`src/rtl/sram_pkg.sv`:
```
// rtl/sram_pkg.sv - shared state encoding and constants for the SRAM controller
package sram_pkg;

    localparam int          SRAM_AW           = 18;
    localparam logic [31:0] DEFAULT_BASE_ADDR = 32'd1024;

    typedef enum logic [1:0] {
        ST_IDLE = 2'd0,
        ST_LOW  = 2'd1,
        ST_HIGH = 2'd2,
        ST_DONE = 2'd3
    } sram_state_e;

endpackage

```
`src/rtl/sram_wait_timer.sv`:
```
// rtl/sram_wait_timer.sv - loadable down-counter; done_o marks the final cycle of a phase
module sram_wait_timer #(
    parameter int CW = 3
) (
    input  logic          clk,
    input  logic          rst,
    input  logic          load_i,
    input  logic [CW-1:0] load_val_i,
    output logic          done_o
);

    logic [CW-1:0] cnt_q, cnt_d;

    always_comb begin
        cnt_d = cnt_q;
        if (load_i) begin
            cnt_d = load_val_i;
        end else if (cnt_q != '0) begin
            cnt_d = cnt_q - 1'b1;
        end
    end

    always_ff @(posedge clk or posedge rst) begin
        if (rst) begin
            cnt_q <= '0;
        end else begin
            cnt_q <= cnt_d;
        end
    end

    assign done_o = (cnt_q == '0);

endmodule

```
`src/rtl/sram_ctrl.sv`:
```
// rtl/sram_ctrl.sv - 32-bit pipeline memory port onto a 16-bit asynchronous SRAM
module sram_ctrl
    import sram_pkg::*;
#(
    parameter logic [31:0] BASE_ADDR   = DEFAULT_BASE_ADDR,
    parameter int          WAIT_CYCLES = 1,
    parameter int          SRAM_WORDS  = 65536
) (
    input  logic               clk,
    input  logic               rst,
    input  logic               rd_en,
    input  logic               wr_en,
    input  logic [31:0]        address,
    input  logic [31:0]        write_data,
    output logic [31:0]        read_data,
    output logic               ready,
    output logic [SRAM_AW-1:0] sram_addr,
    output logic [15:0]        sram_dq_out,
    output logic               sram_dq_oe,
    input  logic [15:0]        sram_dq_in,
    output logic               sram_we_n,
    output logic               sram_oe_n
);

    localparam logic [2:0]  WAIT_LD   = 3'(WAIT_CYCLES);
    localparam logic [31:0] WORDS_LIM = 32'(SRAM_WORDS);

    sram_state_e          state_q, state_d;
    logic                 is_write_q, is_write_d;
    logic                 in_range_q, in_range_d;
    logic [SRAM_AW-2:0]   word_idx_q, word_idx_d;
    logic [31:0]          wdata_q, wdata_d;
    logic [15:0]          rdata_lo_q, rdata_lo_d;
    logic [31:0]          read_data_q, read_data_d;

    logic [31:0] word_full;
    logic        req_in_range;
    logic        tmr_load;
    logic        tmr_done;
    logic        active;
    logic        half_sel;

    // Unsigned wrap below BASE_ADDR is caught by the explicit >= test.
    assign word_full    = (address - BASE_ADDR) >> 2;
    assign req_in_range = (address >= BASE_ADDR) && (word_full < WORDS_LIM);

    sram_wait_timer #(.CW(3)) u_timer (
        .clk        (clk),
        .rst        (rst),
        .load_i     (tmr_load),
        .load_val_i (WAIT_LD),
        .done_o     (tmr_done)
    );

    always_comb begin
        state_d     = state_q;
        is_write_d  = is_write_q;
        in_range_d  = in_range_q;
        word_idx_d  = word_idx_q;
        wdata_d     = wdata_q;
        rdata_lo_d  = rdata_lo_q;
        read_data_d = read_data_q;
        tmr_load    = 1'b0;
        case (state_q)
            ST_IDLE: begin
                if (rd_en || wr_en) begin
                    state_d    = ST_LOW;
                    tmr_load   = 1'b1;
                    is_write_d = wr_en;
                    in_range_d = req_in_range;
                    word_idx_d = word_full[SRAM_AW-2:0];
                    wdata_d    = write_data;
                end
            end
            ST_LOW: begin
                if (tmr_done) begin
                    state_d    = ST_HIGH;
                    tmr_load   = 1'b1;
                    rdata_lo_d = sram_dq_in;
                end
            end
            ST_HIGH: begin
                if (tmr_done) begin
                    state_d = ST_DONE;
                    if (!is_write_q) begin
                        read_data_d = in_range_q ? {sram_dq_in, rdata_lo_q} : 32'd0;
                    end
                end
            end
            ST_DONE: begin
                state_d = ST_IDLE;
            end
            default: begin
                state_d = ST_IDLE;
            end
        endcase
    end

    always_ff @(posedge clk or posedge rst) begin
        if (rst) begin
            state_q     <= ST_IDLE;
            is_write_q  <= 1'b0;
            in_range_q  <= 1'b0;
            word_idx_q  <= '0;
            wdata_q     <= '0;
            rdata_lo_q  <= '0;
            read_data_q <= '0;
        end else begin
            state_q     <= state_d;
            is_write_q  <= is_write_d;
            in_range_q  <= in_range_d;
            word_idx_q  <= word_idx_d;
            wdata_q     <= wdata_d;
            rdata_lo_q  <= rdata_lo_d;
            read_data_q <= read_data_d;
        end
    end

    assign active   = (state_q == ST_LOW) || (state_q == ST_HIGH);
    assign half_sel = (state_q == ST_HIGH);

    // Strobes only reach the SRAM for in-range accesses; timing is identical either way.
    assign sram_addr   = {word_idx_q, half_sel};
    assign sram_dq_out = half_sel ? wdata_q[31:16] : wdata_q[15:0];
    assign sram_dq_oe  = active && is_write_q && in_range_q;
    assign sram_we_n   = !(active && is_write_q && in_range_q);
    assign sram_oe_n   = !(active && !is_write_q && in_range_q);

    assign ready     = (state_q == ST_DONE) || ((state_q == ST_IDLE) && !rd_en && !wr_en);
    assign read_data = read_data_q;

endmodule

```
`config.mk`:
```
export PLATFORM = sky130hd
export DESIGN_NAME = sram_ctrl
export DESIGN_NICKNAME = d
export VERILOG_FILES = /design/src/rtl/sram_pkg.sv /design/src/rtl/sram_wait_timer.sv /design/src/rtl/sram_ctrl.sv
export SDC_FILE = /design/constraint.sdc
export NUM_CORES = 1
export LEC_CHECK = 0
export BUFFER_PORTS_ARGS = -buffer_cell sky130_fd_sc_hd__buf_2
export CAP_MARGIN = 30
export CORE_MARGIN = 3
export CORE_UTILIZATION = 45
export CTS_CLUSTER_SIZE = 16
export DETAILED_ROUTE_END_ITERATION = 8
export GPL_TIMING_DRIVEN = 0
export PLACE_DENSITY_LB_ADDON = 0.08
export SLEW_MARGIN = 5
export SYNTH_ARGS = -nofsm -noshare
export SYNTH_HDL_FRONTEND = slang
export SYNTH_SLANG_ARGS = --single-unit
```
`constraint.sdc`:
```
create_clock -name clk -period 5.2 [get_ports clk]
set_input_delay 0.78 -clock clk [delete_from_list [all_inputs] [get_ports clk]]
set_output_delay 0.78 -clock clk [all_outputs]
set_load 0.01 [all_outputs]
```
Yosys cells after proc, flatten, opt, wreduce, memory -nomap -nowiden:

Index checks and enable logic that the tools add are counted.

* logic and storage cells: 53
* output and inout bits: 70
* register bits: 104
* input port bits: 84

* reductions and logical operators: 23
* magnitude comparators: 2
* multiplexer cells: 11
* equal/unequal tests: 6
* add/subtract/negate cells: 2
* bitwise logic cells: 1

Operator list (count)
* 32-bit by 11-bit >= comparator with 1-bit output, second input constant: 1
* 32-bit two-way mux: 1
* 32-bit by 11-bit subtractor with 32-bit output, second input constant: 1
* 30-bit by 17-bit < comparator with 1-bit output, second input constant: 1
* 16-bit two-way mux: 1
* 2-bit case mux with 4 select lines: 1
* 1-bit logical AND: 7
* 2-bit two-way mux: 3
* 3-bit two-way mux: 2
* 2-bit != test, second input constant: 3
* 3-bit AND reduction: 2
* 1-bit logical NOT: 5
* 2-bit equality test, second input constant: 2
* 2-bit AND reduction: 2
* 3-bit logical NOT: 1
* 1-bit logical OR: 3
* 3-bit nonzero test: 1
* 3-bit by 1-bit subtractor with 3-bit output, second input constant: 1
* 2-bit by 1-bit equality test with 1-bit output, second input constant: 1
* 2-bit logical NOT: 1
* 1-bit two-way mux: 2
* 1-bit case mux with 2 select lines: 1
* 2-bit nonzero test: 1
* 1-bit NOT: 1

Longest topological paths before layout:

* depth in word-level cells: 5
* mapped depth: 8
* mapped depth without buffers: 7

Modules after synthesis:

From an unflattened synthesis, not the netlist that was laid out.

* cell total of the unflattened synthesis: 423
* area, all modules: 4723.3 um^2

Modules (own cells, without submodules)
* sram_ctrl: instances 1, cells each 401, area an instance 4519.3 um^2
* sram_wait_timer: instances 1, cells each 22, area an instance 203.9 um^2

Worst setup path after synthesis:

OpenSTA, ideal clock, no wires.

* kind: register -> output
* start: register state_q[0]
* end: output sram_dq_out[10]
* cell stages (with the launch flop): 6
* setup slack: 2721 ps
* path buffers: 2
* data arrival time: 1699 ps
* path through: dfrtp_1 -> inv_1 -> ha_1 -> clkbuf_1 -> clkbuf_1 -> mux2_2

* word-level cells in the longest chain between the ends: 2

Ends and longest elaborated chain
* start: declaration: RTL line sram_ctrl.sv:28 `sram_state_e state_q, state_d;`
* start signal: assignment: RTL line sram_ctrl.sv:109 `state_q <= state_d;`
* 2-bit equality test: RTL line sram_ctrl.sv:120 `assign half_sel = (state_q == ST_HIGH);`
* net half_sel: RTL line sram_ctrl.sv:41 `logic half_sel;`
* 16-bit two-way mux: RTL line sram_ctrl.sv:124 `assign sram_dq_out = half_sel ? wdata_q[31:16] : wdata_q[15:0];`
* end: declaration: RTL line sram_ctrl.sv:18 `output logic [15:0] sram_dq_out,`

The timed path passes the listed nets, and every way through them passes these cells.

Final worst setup path:

* start: register state_q[0]
* end: output sram_dq_out[14]

The elaborated chain is that of the path after synthesis.

==> results.rst <==
.. list-table::
   :header-rows: 1

   * - Metric
     - Value
   * - Outcome
     - complete, no violations
   * - Complex-gate fraction of the synthesized area
     - under 10%
   * - Top_reg_cell synth
     - sky130_fd_sc_hd__dfrtp_1
   * - Cell internal pwr
     - 0.00184 W
   * - Leakage
     - 2.91 nW
   * - Total of fill cells in the finished design
     - 920
   * - Number of placed instances with taps included
     - about 750
   * - Number of global-route vias before repair
     - 3671
   * - CTS tree
     - done
   * - Slowest-stage cell, CP
     - sky130_fd_sc_hd__clkbuf_1
   * - End of the worst register-to-register path
     - u_timer.cnt_q[0]$_DFFE_PP0P_
   * - Post-CTS setup repair buffer count
     - 0
   * - Net Sw Frac
     - 37.9%
   * - Port buffer count
     - 151
   * - Post-synthesis share of cell area spent on and, or, nand and nor gates
     - approximately 20%
   * - Via count
     - 3704
   * - Root buffer selected by CTS
     - sky130_fd_sc_hd__clkbuf_8
   * - Startpoint of the tightest hold check path
     - read_data[15]$_DFFE_PP0P_
   * - WP buf/inv
     - 4
   * - Die height
     - 106 um
   * - Count of clock tree sinks
     - about 100
   * - Unrepaired setup endpoints after global routing
     - no
   * - Worst Path Arrival
     - 2.58 ns
   * - Worst setup path category
     - reg2out
   * - Routed wire length
     - around 11 mm
   * - Row Count
     - 35
   * - Accumulated negative setup slack
     - 0 ns
   * - Maximum level of the CTS H-tree
     - 3
   * - Peak supply drop
     - 0.000300 V
   * - Synth Instances
     - between 400 and 500
   * - Fin nets
     - 727
   * - Maximum clock insertion buffer count
     - 2
   * - Main combinational cell family by area after synthesis
     - simple AND/OR/NAND/NOR gates
   * - Number of max-slew violations in the final report
     - 0
   * - Clock buffers created by TritonCTS
     - 9
   * - Final setup violation count
     - 0
   * - Starting density of the core
     - approximately 47%
   * - Core area
     - 9460 um2
   * - Vias per cell
     - 4.81
   * - Die ar.
     - between 10000 and 15000 um2
   * - Crit. End Element
     - output pin
   * - Clock-pin slew of the registers on the worst-case setup and hold paths
     - roughly 0.10 ns
   * - Multi-input gate area
     - 1750 um2
   * - Avg Synthesized Cell Area
     - 9.50 um2
   * - Average wire per standard cell
     - 13.8 um
   * - Post-synthesis instance area
     - 4490 um2
   * - Net switching power
     - 0.00112 W
   * - Crit path cell chain
     - inv_1 -> ha_1 -> clkbuf_1 -> clkbuf_1 -> mux2_2 -> buf_2
   * - Worst stage delay on the critical path
     - 0.55 ns
   * - Worst Path Max Fanout
     - 10
   * - Count of cells along the worst register-to-register path
     - 6
   * - FF+latch area
     - 2600 um2
   * - Number of primary I/O pins
     - 154
   * - Ys async rst share
     - 100%
   * - Net count of the mapped netlist
     - 564
   * - Hold Fails Final Rpt
     - 0
   * - Hold endpoint
     - read_data[15]$_DFFE_PP0P_
   * - Max-capacitance violation count
     - 0
   * - Initial DRC Count
     - 114
   * - Sequential group share of total power
     - 44.2%
   * - Register bit count reported by yosys
     - 104
   * - Die X-Extent
     - 106 um
   * - Top library cells by usage in the layout, fill and taps aside
     - 201 x sky130_fd_sc_hd__nand2_1, 152 x sky130_fd_sc_hd__buf_2, 104 x sky130_fd_sc_hd__dfrtp_1, 42 x sky130_fd_sc_hd__o21ai_0, 32 x sky130_fd_sc_hd__mux2_2
   * - Peak Freq
     - 0.297 GHz
   * - Worst hold path type
     - reg2reg
   * - Initial antenna violation count
     - 0
   * - Sequential share of the synthesized area
     - 57.9%
   * - Router iterations before antenna repair
     - 6
   * - Most frequent CP cell
     - sky130_fd_sc_hd__clkbuf_1
   * - First-pass GRT wire length
     - 17.7 mm
   * - Antenna-violating nets left
     - 0
   * - Required time at the endpoint of the critical path
     - 4.42 ns
   * - Startpoint class of the critical path
     - register
   * - Setup slack on the worst flop-to-flop path
     - approximately 3.0 ns
   * - DRC violations left
     - 0
   * - GRT Residual Overflow
     - 0
   * - Global Route Usage Sum
     - 19.7%
   * - EDFF count, synth
     - 0
   * - Routability Congestion
     - between 0.8 and 0.9
   * - Hold-fix buffers, CTS
     - 0
   * - Hold Crit Depth
     - 2
   * - Synth cell types
     - 33
   * - Post-route clock skew
     - 0.0151 ns
   * - Mux contribution to synthesized area
     - 8.24%
   * - Cell family contributing the most delay on the critical path
     - buffers and inverters
   * - Transition time of the tightest slew-check pin
     - 0.753 ns
   * - Proportion of power drawn by the clock network
     - 16.0%
   * - Cell Count, Final, Fillers Out
     - 770
   * - Power per cell area
     - roughly 530 nW/um2
   * - Tmin final
     - 3.36 ns
   * - Resized cells post-CTS
     - 0
   * - Number of gates on the worst path with buffers counted
     - 6
   * - Most common cell after layout, fill and taps aside
     - sky130_fd_sc_hd__nand2_1
   * - Maximum number of pins on one net before global-route repair
     - about 60
   * - Remaining max-slew budget at the tightest pin
     - between 40% and 50%
   * - Area growth from synthesis to layout
     - 25.1%
   * - Launch instance of the worst register-to-register path
     - state_q[0]$_DFFE_PP0P_
   * - Adder and majority cell fraction of the synthesized area
     - 1.95%
   * - Comb power frac
     - 39.8%
   * - Count of yosys warnings during synthesis
     - 0
   * - Share of layout cells above drive strength 1
     - between 30% and 40%
   * - Clock latency of the later-clocked register in the worst-skew pair
     - 0.37 ns
   * - Xor/xnor share of the synthesized area
     - 1.17%
   * - Antenna fix cells
     - 0
   * - Final period util
     - 64.7%
   * - Dpl hpwl
     - 7.84 mm
-- sequential cells by signal, summed over array words and instances (netlist names) --
name	cells
rdata_lo_q	16
read_data	32
word_idx_q	17
u_timer.cnt_q	3
wdata_q	32
in_range_q	1
state_q	2
is_write_q	1
-- power by group through the flow --
| stage | sequential (W) | combinational [W] | clock [W] |
|---|---|---|---|
| 4_1_cts | 0.00131 | 0.00120 | 0.000487 |
| 6_report | 0.00131 | 0.00117 | 0.000474 |
| 5_1_grt | 0.00135 | 0.00134 | 0.000528 |
| 2_1_floorplan | 0.00135 | 0.000717 | 0 |
| 3_3_place_gp | 0.00131 | 0.00116 | 0 |
| 3_5_place_dp | 0.00132 | 0.00120 | 0 |
-- synth_stat cells (2+ instances only) --
master                     count  area [um2]
sky130_fd_sc_hd__nor3_1        2        10.0
sky130_fd_sc_hd__or4_1         3        22.5
sky130_fd_sc_hd__a21oi_1       2        10.0
sky130_fd_sc_hd__nand2_1     201         754
sky130_fd_sc_hd__ha_1          7        87.6
sky130_fd_sc_hd__xor2_1        2        17.5
sky130_fd_sc_hd__o21ai_0      42         210
sky130_fd_sc_hd__nor2_1       13        48.8
sky130_fd_sc_hd__a31oi_1       2        12.5
sky130_fd_sc_hd__xnor2_1       4        35.0
sky130_fd_sc_hd__nor2b_1       2        12.5
sky130_fd_sc_hd__nand3b_1      2        15.0
sky130_fd_sc_hd__inv_1         9        33.8
sky130_fd_sc_hd__nor4_1        3        18.8
sky130_fd_sc_hd__clkbuf_1     25        93.8
sky130_fd_sc_hd__nand3_1       2        10.0
sky130_fd_sc_hd__dfrtp_1     104        2600
sky130_fd_sc_hd__mux2_2       32         360
sky130_fd_sc_hd__o21ai_1       2        10.0
-- worst register-to-register path: stages (launching register included) --
cell and delay (ns):
sky130_fd_sc_hd__dfrtp_1 0.41, sky130_fd_sc_hd__inv_1 0.08, sky130_fd_sc_hd__ha_1 0.26, sky130_fd_sc_hd__o21ai_1 0.28, sky130_fd_sc_hd__clkbuf_1 0.37, sky130_fd_sc_hd__clkbuf_1 0.50, sky130_fd_sc_hd__o21ai_0 0.17
-- how the worst max path moves through the flow --
stage,startpoint,slack (ns),endpoint
floorplan,rst,1.69,in_range_q$_DFFE_PP0P_
global placement,rst,0.48,read_data[21]$_DFFE_PP0P_
detailed placement,state_q[0]$_DFFE_PP0P_,2.18,sram_dq_out[13]
CTS,state_q[0]$_DFFE_PP0P_,1.78,sram_dq_out[13]
global route,state_q[0]$_DFFE_PP0P_,1.58,sram_dq_out[8]
finish,state_q[0]$_DFFE_PP0P_,1.84,sram_dq_out[14]
-- per-stage QoR --
| stage | util, % | power, W | hold WS, ns | worst slack [ns] | cell area [um2] |
|---|---|---|---|---|---|
| final | 59.4 | 0.00296 | 0.480 | 1.84 | 5620 |
| after detailed placement | 57.5 | 0.00252 | 0.457 | 2.18 | 5440 |
| after floorplan | - | 0.00207 | 0.440 | 1.69 | 4490 |
| after global routing | 59.4 | 0.00322 | 0.498 | 1.58 | 5620 |
| after CTS | 59.4 | 0.00299 | 0.484 | 1.78 | 5620 |
| after global placement | 57.2 | 0.00247 | 0.453 | 0.478 | 5410 |
-- area by class of cell --
| cell class | count | area share [%] |
|---|---|---|
| Sequential cell | 104 | 46.3 |
| Multi-Input combinational cell | 333 | 31.2 |
| Timing Repair Buffer | 152 | 13.9 |
| Tap cell | 129 | 2.87 |
| Clock buffer | 9 | 2.20 |
| Buffer | 27 | 1.89 |
| Clock inverter | 7 | 0.980 |
| Inverter | 9 | 0.646 |
-- layer usage --
| layer | global-route usage [%] | up-vias | routed length (um) |
|---|---|---|---|
| met4 | 6.57 | 0 | 163 |
| li1 | - | 1851 | - |
| met3 | 5.83 | 12 | 728 |
| met1 | 25.3 | 1724 | 4650 |
| met2 | 32.1 | 117 | 5090 |
| met5 | 0 | - | 0 |
-- cells by family (layout without fill, tap and decap cells) --
kind of cell             Yosys count  count (layout)
flip-flops                       104             104
AND/OR/NAND/NOR                  231             231
multiplexers                      33              33
adder cells (fa/ha/maj)            7               7
AO/OA/AOI/OAI                     56              56
buffers and inverters             36             204
XOR/XNOR                           6               6
No activity file was read; power rests on OpenSTA's default activity.
